**src/rtl/manchester_link_pkg.sv**
```systemverilog
// Shared types and default parameters for the Manchester link controller.
package manchester_link_pkg;

    typedef enum logic [1:0] {
        IDLE    = 2'd0,
        ACQUIRE = 2'd1,
        LOCKED  = 2'd2,
        RESYNC  = 2'd3
    } link_state_t;

    localparam int unsigned LOCK_BITS_DEFAULT      = 8;
    localparam int unsigned MISS_LIMIT_DEFAULT     = 2;
    localparam int unsigned SILENCE_CYCLES_DEFAULT = 64;
    localparam int unsigned RESYNC_CYCLES_DEFAULT  = 2;

endpackage

```
**src/rtl/link_silence_timer.sv**
```systemverilog
// Counts cycles without a line edge; expire is a one-cycle strobe when LIMIT is reached.
module link_silence_timer
    import manchester_link_pkg::*;
#(
    parameter int unsigned LIMIT = SILENCE_CYCLES_DEFAULT
) (
    input  logic clock,
    input  logic reset,
    input  logic clear,
    output logic expire
);

    localparam int unsigned CW = $clog2(LIMIT + 1);

    logic [CW-1:0] count;

    // Saturates at LIMIT so a held-off clear cannot produce a second strobe.
    always_ff @(posedge clock) begin
        if (reset || clear) begin
            count  <= '0;
            expire <= 1'b0;
        end else begin
            if (count != CW'(LIMIT)) begin
                count <= count + 1'b1;
            end
            expire <= (count == CW'(LIMIT - 1));
        end
    end

endmodule

```
**src/rtl/manchester_link_controller.sv**
```systemverilog
// Lock qualification, bit sampling and resync sequencing for the Manchester recovery loop.
// Define LINK_CTRL_STATS_EN to build the saturating lock-loss counter.
module manchester_link_controller
    import manchester_link_pkg::*;
#(
    parameter int unsigned LOCK_BITS      = LOCK_BITS_DEFAULT,
    parameter int unsigned MISS_LIMIT     = MISS_LIMIT_DEFAULT,
    parameter int unsigned SILENCE_CYCLES = SILENCE_CYCLES_DEFAULT,
    parameter int unsigned RESYNC_CYCLES  = RESYNC_CYCLES_DEFAULT
) (
    input  logic       clock,
    input  logic       reset,
    input  logic       enable,
    input  logic       digital_in,
    input  logic       pos_edge,
    input  logic       neg_edge,
    input  logic       manchester_clock,
    output logic       recovery_reset,
    output logic       locked,
    output logic       bit_valid,
    output logic       bit_data,
    output logic       lock_lost,
    output logic [1:0] link_state,
    output logic [7:0] lock_loss_count
);

    localparam int unsigned QW = $clog2(LOCK_BITS + 1);
    localparam int unsigned MW = $clog2(MISS_LIMIT + 1);
    localparam int unsigned RW = $clog2(RESYNC_CYCLES + 1);

    link_state_t   state, state_next;
    logic [QW-1:0] qual_cnt, qual_next, qual_inc;
    logic [MW-1:0] miss_cnt, miss_next, miss_inc;
    logic [RW-1:0] rs_cnt, rs_next;
    logic          mc_q, edge_seen, edge_seen_next;
    logic          bit_valid_next, bit_data_next, lock_lost_next;
    logic          rise, edge_now, period_edge;
    logic          silence_clear, silence_expire;

    assign rise          = manchester_clock & ~mc_q;
    assign edge_now      = pos_edge | neg_edge;
    assign period_edge   = edge_seen | edge_now;
    assign silence_clear = edge_now || (state == IDLE) || (state == RESYNC);
    assign qual_inc      = (qual_cnt == QW'(LOCK_BITS)) ? qual_cnt : qual_cnt + 1'b1;
    assign miss_inc      = (miss_cnt == MW'(MISS_LIMIT)) ? miss_cnt : miss_cnt + 1'b1;
    assign link_state    = state;

    link_silence_timer #(
        .LIMIT (SILENCE_CYCLES)
    ) u_silence (
        .clock  (clock),
        .reset  (reset),
        .clear  (silence_clear),
        .expire (silence_expire)
    );

    // Next-state and next-output decode; enable and silence override per-state logic.
    always_comb begin
        state_next     = state;
        qual_next      = qual_cnt;
        miss_next      = miss_cnt;
        rs_next        = rs_cnt;
        edge_seen_next = rise ? 1'b0 : period_edge;
        bit_valid_next = 1'b0;
        bit_data_next  = bit_data;
        lock_lost_next = 1'b0;

        if (!enable) begin
            state_next     = IDLE;
            qual_next      = '0;
            miss_next      = '0;
            rs_next        = '0;
            edge_seen_next = 1'b0;
            bit_data_next  = 1'b0;
        end else if (silence_expire && (state == ACQUIRE || state == LOCKED)) begin
            state_next     = RESYNC;
            lock_lost_next = (state == LOCKED);
            qual_next      = '0;
            miss_next      = '0;
            rs_next        = '0;
        end else begin
            case (state)
                IDLE: begin
                    state_next     = ACQUIRE;
                    qual_next      = '0;
                    miss_next      = '0;
                    rs_next        = '0;
                    edge_seen_next = 1'b0;
                end
                ACQUIRE: begin
                    if (rise) begin
                        if (period_edge) begin
                            qual_next = qual_inc;
                            if (qual_inc == QW'(LOCK_BITS)) begin
                                state_next = LOCKED;
                                miss_next  = '0;
                            end
                        end else begin
                            qual_next = '0;
                        end
                    end
                end
                LOCKED: begin
                    if (rise) begin
                        bit_valid_next = 1'b1;
                        bit_data_next  = digital_in;
                        miss_next      = period_edge ? '0 : miss_inc;
                        if (!period_edge && miss_inc == MW'(MISS_LIMIT)) begin
                            state_next     = RESYNC;
                            lock_lost_next = 1'b1;
                            qual_next      = '0;
                            miss_next      = '0;
                            rs_next        = '0;
                        end
                    end
                end
                RESYNC: begin
                    edge_seen_next = 1'b0;
                    if (rs_cnt == RW'(RESYNC_CYCLES - 1)) begin
                        state_next = ACQUIRE;
                        qual_next  = '0;
                        miss_next  = '0;
                        rs_next    = '0;
                    end else begin
                        rs_next = rs_cnt + 1'b1;
                    end
                end
                default: state_next = IDLE;
            endcase
        end
    end

    // recovery_reset follows the current state, so it lags state entry by one cycle.
    always_ff @(posedge clock) begin
        if (reset) begin
            state          <= IDLE;
            qual_cnt       <= '0;
            miss_cnt       <= '0;
            rs_cnt         <= '0;
            mc_q           <= 1'b0;
            edge_seen      <= 1'b0;
            recovery_reset <= 1'b1;
            locked         <= 1'b0;
            bit_valid      <= 1'b0;
            bit_data       <= 1'b0;
            lock_lost      <= 1'b0;
        end else begin
            state          <= state_next;
            qual_cnt       <= qual_next;
            miss_cnt       <= miss_next;
            rs_cnt         <= rs_next;
            mc_q           <= manchester_clock;
            edge_seen      <= edge_seen_next;
            recovery_reset <= (state == IDLE) || (state == RESYNC);
            locked         <= (state_next == LOCKED);
            bit_valid      <= bit_valid_next;
            bit_data       <= bit_data_next;
            lock_lost      <= lock_lost_next;
        end
    end

`ifdef LINK_CTRL_STATS_EN
    logic [7:0] loss_count;

    always_ff @(posedge clock) begin
        if (reset) begin
            loss_count <= 8'd0;
        end else if (lock_lost_next && loss_count != 8'hFF) begin
            loss_count <= loss_count + 8'd1;
        end
    end

    assign lock_loss_count = loss_count;
`else
    assign lock_loss_count = 8'd0;
`endif

endmodule

```
**config.mk**
```make
export PLATFORM = sky130hd
export DESIGN_NAME = manchester_link_controller
export DESIGN_NICKNAME = d
export VERILOG_FILES = /design/src/rtl/manchester_link_pkg.sv /design/src/rtl/link_silence_timer.sv /design/src/rtl/manchester_link_controller.sv
export SDC_FILE = /design/constraint.sdc
export NUM_CORES = 1
export LEC_CHECK = 0
export CORE_MARGIN = 4
export CORE_UTILIZATION = 50
export DETAILED_ROUTE_END_ITERATION = 7
export DONT_BUFFER_PORTS = 1
export GPL_TIMING_DRIVEN = 0
export SETUP_SLACK_MARGIN = 0.3
export SLEW_MARGIN = 10
export SYNTH_ARGS = -nofsm -noshare
export SYNTH_HDL_FRONTEND = slang
export SYNTH_SLANG_ARGS = --single-unit
```
**constraint.sdc**
```tcl
create_clock -name clock -period 2.5 [get_ports clock]
set_input_delay 0.125 -clock clock [delete_from_list [all_inputs] [get_ports clock]]
set_output_delay 0.125 -clock clock [all_outputs]
set_load 0.005 [all_outputs]
```
==> out/qor.yml, run 1 <==
hold_viol: 0
clk_path_buf_depth: 2
fin_crit_sh_pct: 82.2
synth_cell_types: 41
max_freq_mhz: 487
power.switching_w: 0.000164
dr.pass1.iters: 4
path_class: "reg -> reg"
numCtsBuffers: 3
p_seq_share_pct: 61.9
clkTransAtPathRegs_ps: 140
final_cell_mix: "dfxtp_1, nor2_1, a21oi_1"
worst_setup_path_end_kind: "flip-flop"
wirelength_mm: 2.61
clockPowerShare_pct: 28.9
power.internal_w: 0.000492
numPlacedInstances: 189
insertedDiodeCount: 0
die_w_um: 59.5
status: "finished clean"
overflow: 0
syn_inst: 152
viasPerCell: 5.43
ys_seq_area_share_pct: 37.7
gp_congestion: 0.813
grt_pass1_vias: 985
routedWlPerCell_um: 13.2
nNetsFinal: 185
setup_tns_ps: 0
hp-class: "in -> reg"
io_pins: 22
drcViolationCount: 0
ff2ff_setup_slack_ps: 450
antenna_found_initial: 0
vias: 1076
synth-edff-count: 0
netSwitchingFraction_pct: 25.0
synthToLayoutAreaGrowth_pct: 10.9
grt_pass1_wl_mm: 4.29
setup_viol: 0
htree_levels: 1
antenna_left: 0
skew_ps: 5.51
insertion_delay_ps: 330
track_usage_pct: 15.7
cts_root_buffer: "clkbuf_4"
grt_max_degree: 16
maxSlewHeadroom_pct: 65.9
drt-initial-drc-count: 44
ys_ff_latch: 25
pwr-share-comb_pct: 9.2
rsz0062_at_grt: "no"
dp_hpwl_mm: 2.01
mostFrequentLayoutCell: "dfxtp_1"
avgSynthCellArea_um2: 8.73
cts_sinks: 25
rows: 18
fin_crit_ps: 2050
syn-cell-area_um2: 1330
core_area_um2: 2500
cts_setup_buffers: 0
die_y_um: 59.5
drive_gt1_share_pct: 10.7
crit_fanout: 6
powerDensity_nw_per_um2: 445
worstSetupStartpointType: "flip-flop"
die-area_um2: 3540
io_buffers: 0
fin_cells: 198
yosysWarningCount: 0
crit_required_ps: 2780
ys.flop_type: "dfxtp_1"
maxCapViolCount: 0
cts_tree: "yes"
start_util_pct: 53.1
drv_slew: 0
p_leak_nw: 0.587
whs_path_depth: 3
max-vdd-ir-drop_uv: 422
cp.arrival_ps: 2330
tightestPinTransition_ps: 512
rr_worst_depth: 7
synthArstFlopShare_pct: 0
[cells in the mapped netlist (3+ instances only)]
library cell	instances	area, um^2
nor2b_1	3	18.8
dfxtp_1	25	500
and3_1	4	25.0
buf_4	8	60.1
mux2i_1	4	40.0
a21oi_1	11	55.1
nand2b_1	5	31.3
o21ai_0	6	30.0
nand3_1	5	25.0
xnor2_1	3	26.3
inv_1	9	33.8
ha_1	9	113
nor2_1	17	63.8
nand2_1	9	33.8
[registers in the layout, summed over array words and instances, names as in the netlist, 2 cells and up]
register	cells
link_state	2
qual_cnt	4
u_silence.count	7
rs_cnt	2
miss_cnt	2
[cells by family after synthesis]
kind of cell,count (synthesis),share of synthesized area [%]
compound gates,31,16.1
other cells,1,0.283
flops,25,37.7
buf+inv,19,7.74
xor+xnor,5,3.30
mux,4,3.02
simple gates,58,23.3
fa+ha+maj,9,8.49
[per-stage QoR]
step                      instance area (um^2)  util, %  total power, W  worst slack (ps)  hold WS (ps)
after floorplan                           1350        -        0.000457               647           197
after global placement                    1390     55.6        0.000466               441           200
after detailed placement                  1390     55.6        0.000466               408           199
after CTS                                 1470     58.8        0.000662               361          31.0
after global routing                      1470     58.9        0.000682               315          25.2
final                                     1470     58.9        0.000655               446          35.9
[power by group through the flow]
stage / Sequential (W) / Combinational [W] / Clock, W
2_1_floorplan: 0.000413 / 0.0000438 / 0
3_3_place_gp: 0.000414 / 0.0000519 / 0
3_5_place_dp: 0.000414 / 0.0000523 / 0
4_1_cts: 0.000405 / 0.0000592 / 0.000198
5_1_grt: 0.000406 / 0.0000667 / 0.000210
6_report: 0.000405 / 0.0000603 / 0.000190
[cell type report]
class	instances	area [um^2]
fill	236	1030
multi-input combinational	115	749
sequential	25	502
buffer	10	68.8
timing repair buffer	5	50.0
tap	30	37.5
inverter	9	33.8
clock buffer	3	22.5
clock inverter	1	7.51
[what timing repair did]
item	CTS	global route
hold buffers	5	0
gates resized for setup	0	1
endpoints found under the setup margin	0	2
hold endpoints to repair	5	0
[final timing paths]
check | to | startpoint
min | edge_seen | manchester_clock
min reg2reg | rs_cnt[1] | rs_cnt[1]
max reg2reg | u_silence.count[2] | link_state[0]
max | u_silence.count[2] | link_state[0]
[critical path, stage by stage, from the launching register on]
cell and delay (ps):
dfxtp_1 430, inv_1 110, ha_1 230, nor2_1 200, or4b_1 440, buf_2 170
or2_2 330, nor2_1 100
[per-layer routing]
metal,global-route usage [%],vias up,routed length [um]
met1,22.3,495,1330
met2,23.9,34,1060
li1,-,543,-
met4,4.75,0,33
met5,0,-,0
met3,3.05,4,188
Power figures use the tool's default switching activity.
==> inputs of run 2 (changes only) <==
--- a/config.mk
+++ b/config.mk
@@ -5,11 +5,13 @@
 export SDC_FILE = /design/constraint.sdc
 export NUM_CORES = 1
 export LEC_CHECK = 0
+export ABC_AREA = 1
 export CORE_MARGIN = 4
 export CORE_UTILIZATION = 50
 export DETAILED_ROUTE_END_ITERATION = 7
 export DONT_BUFFER_PORTS = 1
 export GPL_TIMING_DRIVEN = 0
+export PLACE_DENSITY = 0.68
 export SETUP_SLACK_MARGIN = 0.3
 export SLEW_MARGIN = 10
 export SYNTH_ARGS = -nofsm -noshare
==> constraint.sdc (replaced) <==
create_clock -name clock -period 1.85 [get_ports clock]
set_input_delay 0.0925 -clock clock [delete_from_list [all_inputs] [get_ports clock]]
set_output_delay 0.0925 -clock clock [all_outputs]
set_load 0.005 [all_outputs]
==> run 2 against run 1 <==
- final cell count up 15%
- first-iteration DRC count down 11%
- power up 37%
- hold slack better by 26 ps
- synthesized area up 1.9%
- sequential power up 36%
- largest cell class unchanged
- largest power group unchanged
==> out/qor.yml, run 2 <==
fin_cells: 228  # +15%
setup_viol: 0  # unchanged
hold_ws_ps: 61.6  # +25.7 ps
routedWlPerCell_um: 11.2  # -15%
hp-class: "in -> reg"
worstSetupStartpointType: "flip-flop"
die_w_um: 60.0  # +0.82%
slowest_stage: "dfxtp_4"
fin_crit_ps: 1480  # -573 ps
htree_levels: 1  # unchanged
hold_viol: 0  # unchanged
grt_pass1_vias: 978  # -0.71%
avgSynthCellArea_um2: 7.51  # -14%
cp.arrival_ps: 1740  # -590 ps
ys.flop_type: "dfxtp_1"
r2r-start: "qual_cnt[0]"
power_w: 0.000896  # +37%
numCtsBuffers: 3  # unchanged
antenna_left: 0  # unchanged
rsz0062_at_grt: "yes"
max_freq_mhz: 675  # +39%
fin_crit_sh_pct: 80.1  # -2.1 points
synth_commonest_cells: "dfxtp_1, nand2_1, inv_1"
syn-cell-area_um2: 1350  # +1.9%
io_buffers: 0  # unchanged
synth_top_area_share_pct: 37.0  # -0.70 points
drcViolationCount: 0  # unchanged
max-vdd-ir-drop_uv: 474  # +12%
gp_congestion: 0.800  # -1.6%
crit_buf_inv: 2  # unchanged
ys_seq_area_share_pct: 37.0  # -0.70 points
wirelength_mm: 2.55  # -2.4%
grt_pass1_wl_mm: 3.99  # -7.1%
numPlacedInstances: 217  # +15%
nNetsFinal: 215  # +16%
skew_ps: 5.02  # -0.482 ps
synth_cell_types: 28  # -32%
crit_required_ps: 2110  # -670 ps
rows: 18  # unchanged
synth-edff-count: 0  # unchanged
syn_inst: 180  # +18%
dp_hpwl_mm: 1.91  # -5.1%
synthToLayoutAreaGrowth_pct: 21.4
core_area_um2: 2520  # +0.90%
powerDensity_nw_per_um2: 546  # +23%
antenna_found_initial: 0  # unchanged
whs_endpoint: "bit_data"
insertedDiodeCount: 0  # unchanged
grt_max_degree: 14  # -2
reg_top3: "u_silence.count (7), qual_cnt (4)"
yosysTopAreaCell: "dfxtp_1"
cp_common_cell: "nand2_1"
path_class: "reg -> reg"
die-area_um2: 3600  # +1.6%
hold_start: "manchester_clock"
regMostFlops: "u_silence.count"
p_leak_nw: 0.666  # +14%
drive_gt1_share_pct: 34.3  # +24 points
maxCapViolCount: 0  # unchanged
largest_reg_flops: 7  # unchanged
crit_fanout: 5  # -1
io_pins: 22  # unchanged
start_util_pct: 53.6  # +0.52 points
insertion_delay_ps: 310  # -20 ps
ys_ff_latch: 25  # unchanged
worst_path_largest_cell_delay_ps: 420  # -20 ps
dr.pass1.iters: 4  # unchanged
cts_sinks: 25  # unchanged
yosysWarningCount: 0  # unchanged
setup_tns_ps: 0  # unchanged
vias: 1131  # +5.1%
synthArstFlopShare_pct: 0  # unchanged
status: "finished clean"
crit_family: "simple AND/OR/NAND/NOR gates"
drv_slew: 0  # unchanged
cp.depth: 11  # +4
clkTransAtPathRegs_ps: 120  # -20 ps
cts_tree: "yes"
final_area_um2: 1640  # +11%
startpoint: "qual_cnt[0]"
drt-initial-drc-count: 39  # -11%
path_cells: "inv_4 > ha_4 > inv_1 > nand3_2 > nor2_4 > nand4_1 > nand2_1 > nand2_1 > nand2_1 > nand2_2 > nor2_2"
clk_path_buf_depth: 2  # unchanged
postPlaceCellArea_um2: 1420  # +1.8%
track_usage_pct: 14.5  # -1.2 points
overflow: 0  # unchanged
mostFrequentLayoutCell: "nand2_1"
final_cell_mix: "nand2_1, dfxtp_1, inv_1"
whs_path_depth: 4  # +1
cts_root_buffer: "clkbuf_4"
ff2ff_setup_slack_ps: 370  # -80 ps
worst_setup_path_end_kind: "flip-flop"
timing.rr.end: "locked"
die_y_um: 60.0  # +0.82%
viasPerCell: 4.96  # -8.7%
rr_worst_depth: 11  # +4
synth_area_leaders: "dfxtp_1, ha_1, nand2_1"
-- run 2: cell types whose count changed in the layout (fill, tap and decap cells not counted), sizes merged, moves of 3 or more --
| cell | before | now |
|---|---|---|
| nor4 | 0 | 3 |
| a211oi | 0 | 5 |
| buf | 9 | 12 |
| and3 | 4 | 0 |
| mux2i | 4 | 0 |
| nor2 | 17 | 21 |
| nand3 | 5 | 11 |
| inv | 9 | 36 |
| nand2b | 5 | 0 |
| nand2 | 9 | 27 |
| nor2b | 3 | 0 |
| nand4 | 1 | 5 |
-- run 2: power by group --
part	switching, W	internal (W)	total [W]
Sequential	0.00000830	0.000542	0.000550
Combinational	0.0000653	0.0000472	0.000112
Clock	0.000149	0.0000843	0.000234
-- run 2: cells by family after synthesis --
family,count (synthesis),share of synthesized area (%)
compound gates,26,11.9
xor+xnor,3,1.94
fa+ha+maj,9,8.33
buf+inv,45,14.7
flops,25,37.0
other cells,1,0.278
simple gates,71,25.8
-- run 2: per-layer routing --
| metal | vias to the layer above | part of all wire [%] | track usage [%] |
|---|---|---|---|
| met5 | - | 0 | 0 |
| met4 | 0 | 1.7 | 7.28 |
| met3 | 5 | 5.1 | 3.24 |
| met2 | 21 | 48 | 24.4 |
| met1 | 510 | 45 | 17.2 |
| li1 | 595 | - | - |
-- run 2: tightest hold or removal path, cell delays in order --
cell,delay (ps)
inv_2,40
nor2_2,60
nand4_1,70
a21oi_1,60
-- run 2: cell type report --
cell class	instances	area (um^2)
Fill cell	210	882
Multi-Input combinational cell	117	797
Sequential cell	25	515
Inverter	37	144
Timing Repair Buffer	7	60.1
Buffer	8	60.1
Tap cell	30	37.5
Clock buffer	4	26.3
-- run 2: repair_timing --
item                       CTS  global route
setup endpoints to repair   12            12
resized for setup            9            30
hold buffers                 3             0
pin swaps                    0             7
buffers inserted             2             2
hold endpoints to repair    10             0
-- run 2: through the flow --
stage	utilization (%)	setup slack, ps
2_1_floorplan	-	356
3_3_place_gp	56.1	156
3_5_place_dp	56.1	96.6
4_1_cts	59.8	307
5_1_grt	65.0	264
6_report	65.0	368
-- run 2: worst max-delay path by stage --
stage / slack [ps] / to
finish: 370 / locked
global route: 260 / locked
CTS: 310 / link_state[0]
detailed placement: 100 / qual_cnt[2]
global placement: 160 / qual_cnt[2]
floorplan: 360 / link_state[0]
==> inputs of run 3 (changes only) <==
==> constraint.sdc (replaced) <==
create_clock -name clock -period 1.25 [get_ports clock]
set_input_delay 0.0625 -clock clock [delete_from_list [all_inputs] [get_ports clock]]
set_output_delay 0.0625 -clock clock [all_outputs]
set_load 0.005 [all_outputs]
==> run 3 against run 2 <==
- setup slack got worse by 610 ps
- die area unchanged
- global-route usage increased by 3.3 points
- routed wire length increased by 15%
- final area increased by 15%
- the flow now finishes with violations (hold timing, setup timing)
==> out/qor.yml, run 3 (same netlist as run 2, synthesis figures left out) <==
status: "finished, violations left"
failed_checks: "hold timing, setup timing"
setup_viol: 18  # +18
mostFrequentLayoutCell: "buf_4"
powerDensity_nw_per_um2: 740  # +35%
routedWlPerCell_um: 12.1  # +8.5%
antenna_left: 0  # unchanged
p_leak_nw: 0.758  # +14%
regMostFlops: "u_silence.count"
cp.arrival_ps: 1760  # +20 ps
die_w_um: 60.0  # unchanged
reg_top3: "u_silence.count (7), qual_cnt (4)"
netSwitchingFraction_pct: 26.8  # +1.9 points
start_util_pct: 53.6  # unchanged
nNetsFinal: 228  # +6.0%
rows: 18  # unchanged
antenna_found_initial: 0  # unchanged
holdBufCountCts: 3  # unchanged
r2r-start: "qual_cnt[0]"
crit_family: "simple AND/OR/NAND/NOR gates"
numPlacedInstances: 217  # unchanged
drive_gt1_share_pct: 52.1  # +18 points
power.internal_w: 0.00102  # +51%
hold_viol: 4  # +4
cts_tree: "yes"
worst_path_largest_cell_delay_ps: 390  # -30 ps
max-vdd-ir-drop_uv: 689  # +45%
crit_buf_inv: 1  # -1
io_buffers: 0  # unchanged
cp_common_cell: "nand2_1"
drt-initial-drc-count: 27  # -31%
dp_hpwl_mm: 2.06  # +7.7%
rr_worst_depth: 12  # +1
fin_cells: 241  # +5.7%
core_area_um2: 2520  # unchanged
path_class: "reg -> reg"
htree_levels: 1  # unchanged
max_freq_mhz: 672  # -0.50%
fin_crit_sh_pct: 119  # +39 points
grt_pass1_wl_mm: 4.98  # +25%
hold_ws_ps: -69.0  # -131 ps
wirelength_mm: 2.92  # +15%
io_pins: 22  # unchanged
cts_root_buffer: "clkbuf_4"
crit_fanout: 4  # -1
gp_congestion: 0.878  # +9.8%
insertedDiodeCount: 0  # unchanged
drv_slew: 0  # unchanged
largest_reg_flops: 7  # unchanged
synthToLayoutAreaGrowth_pct: 39.2
timing.rr.end: "locked"
n_fill_cell: 191  # -9.0%
whs_endpoint: "u_silence.expire"
rsz0062_at_grt: "yes"
slowest_stage: "dfxtp_4"
insertion_delay_ps: 320  # about the same
p_seq_share_pct: 58.7  # -2.7 points
grt_max_degree: 15  # +1
fin_crit_ps: 1490  # +7.39 ps
die_y_um: 60.0  # unchanged
numCtsBuffers: 3  # unchanged
hp-class: "in -> reg"
hold_start: "reset"
setup_tns_ps: -2010  # -2010 ps
maxCapViolCount: 0  # unchanged
worst_setup_path_end_kind: "flip-flop"
cts_sinks: 25  # unchanged
crit_required_ps: 1520  # -590 ps
overflow: 0  # unchanged
worstSetupStartpointType: "flip-flop"
dr.pass1.iters: 4  # unchanged
final_cell_mix: "buf_4, dfxtp_1, inv_2, nand2_1, inv_1"
skew_ps: 8.77  # +3.75 ps
drcViolationCount: 0  # unchanged
pwr-share-comb_pct: 14.8  # +2.2 points
ff2ff_setup_slack_ps: -240  # -610 ps
clk_path_buf_depth: 2  # unchanged
grt_pass1_vias: 1132  # +16%
path_cells: "inv_4 > ha_4 > nand2_2 > nand3_2 > nand3_2 > nor2_4 > nand4_1 > nand2_1 > nand2_1 > nand2_1 > nand2_2 > nor2_2"
viasPerCell: 4.88  # -1.7%
track_usage_pct: 17.8  # +3.3 points
vias: 1175  # +3.9%
power.switching_w: 0.000372  # +67%
clkTransAtPathRegs_ps: 140  # +20 ps
whs_path_depth: 3  # -1
die-area_um2: 3600  # unchanged
clockPowerShare_pct: 26.4  # +0.3 points
worst_slack_ps: -239  # -607 ps
## run 3: changes by cell type in the layout (fill, tap and decap cells not counted), sizes merged
| cell | before | now |
|---|---|---|
| clkinv | 1 | 2 |
| clkbuf | 4 | 3 |
| buf | 12 | 25 |
## run 3: worst min-delay path: stages
cell    delay [ps]
nor4_4          30
inv_2          100
nor3_4          40
## run 3: timing repair
action / CTS / global route
hold endpoints to repair: 10 / 4
setup endpoints to repair: 23 / 24
pin swaps: 7 / 11
setup buffers: 13 / 4
resized for setup: 34 / 12
gates cloned: 0 / 0
## run 3: final cells by class
| cell class | count | area, um^2 | share of cell area, % |
|---|---|---|---|
| Multi-Input combinational cell | 117 | 910 | 48.4 |
| Sequential cell | 25 | 515 | 27.4 |
| Timing Repair Buffer | 20 | 169 | 8.98 |
| Inverter | 37 | 161 | 8.58 |
| Buffer | 8 | 60.1 | 3.19 |
| Tap cell | 30 | 37.5 | 2.00 |
| Clock buffer | 3 | 22.5 | 1.20 |
| Clock inverter | 1 | 5.00 | 0.266 |
## run 3: power groups by stage
stage	registers [W]	clock network [W]	logic [W]
floorplan	0.000832	0	0.000126
global placement	0.000834	0	0.000144
detailed placement	0.000834	0	0.000147
CTS	0.000818	0.000372	0.000190
global route	0.000820	0.000403	0.000228
finish	0.000818	0.000368	0.000206
## run 3: through the flow
step | cell area [um^2] | hold WS (ps) | util [%] | setup WS [ps] | total power, W
after CTS | 1810 | -89.3 | 71.8 | -183 | 0.00138
after floorplan | 1480 | 134 | - | -77.4 | 0.000958
final | 1880 | -69.0 | 74.6 | -239 | 0.00139
after global placement | 1520 | 137 | 60.2 | -200 | 0.000978
after global routing | 1880 | -70.3 | 74.6 | -351 | 0.00145
after detailed placement | 1520 | 138 | 60.2 | -260 | 0.000981
## run 3: worst max-delay path by stage
stage                     start            end  cells past startpoint
floorplan           qual_cnt[0]  link_state[0]                     11
detailed placement  qual_cnt[0]  link_state[0]                     11
global route        qual_cnt[0]         locked                     12
finish              qual_cnt[0]         locked                     12
global placement    qual_cnt[0]  link_state[0]                     10
CTS                 qual_cnt[0]         locked                     12
## run 3: layer usage
| metal | vias up | wire [um] | global-route usage [%] |
|---|---|---|---|
| met5 | - | 0 | 0 |
| met4 | 0 | 52 | 4.75 |
| met3 | 6 | 125 | 3.67 |
| met2 | 24 | 1430 | 31.9 |
| met1 | 522 | 1310 | 21.4 |
| li1 | 623 | - | - |
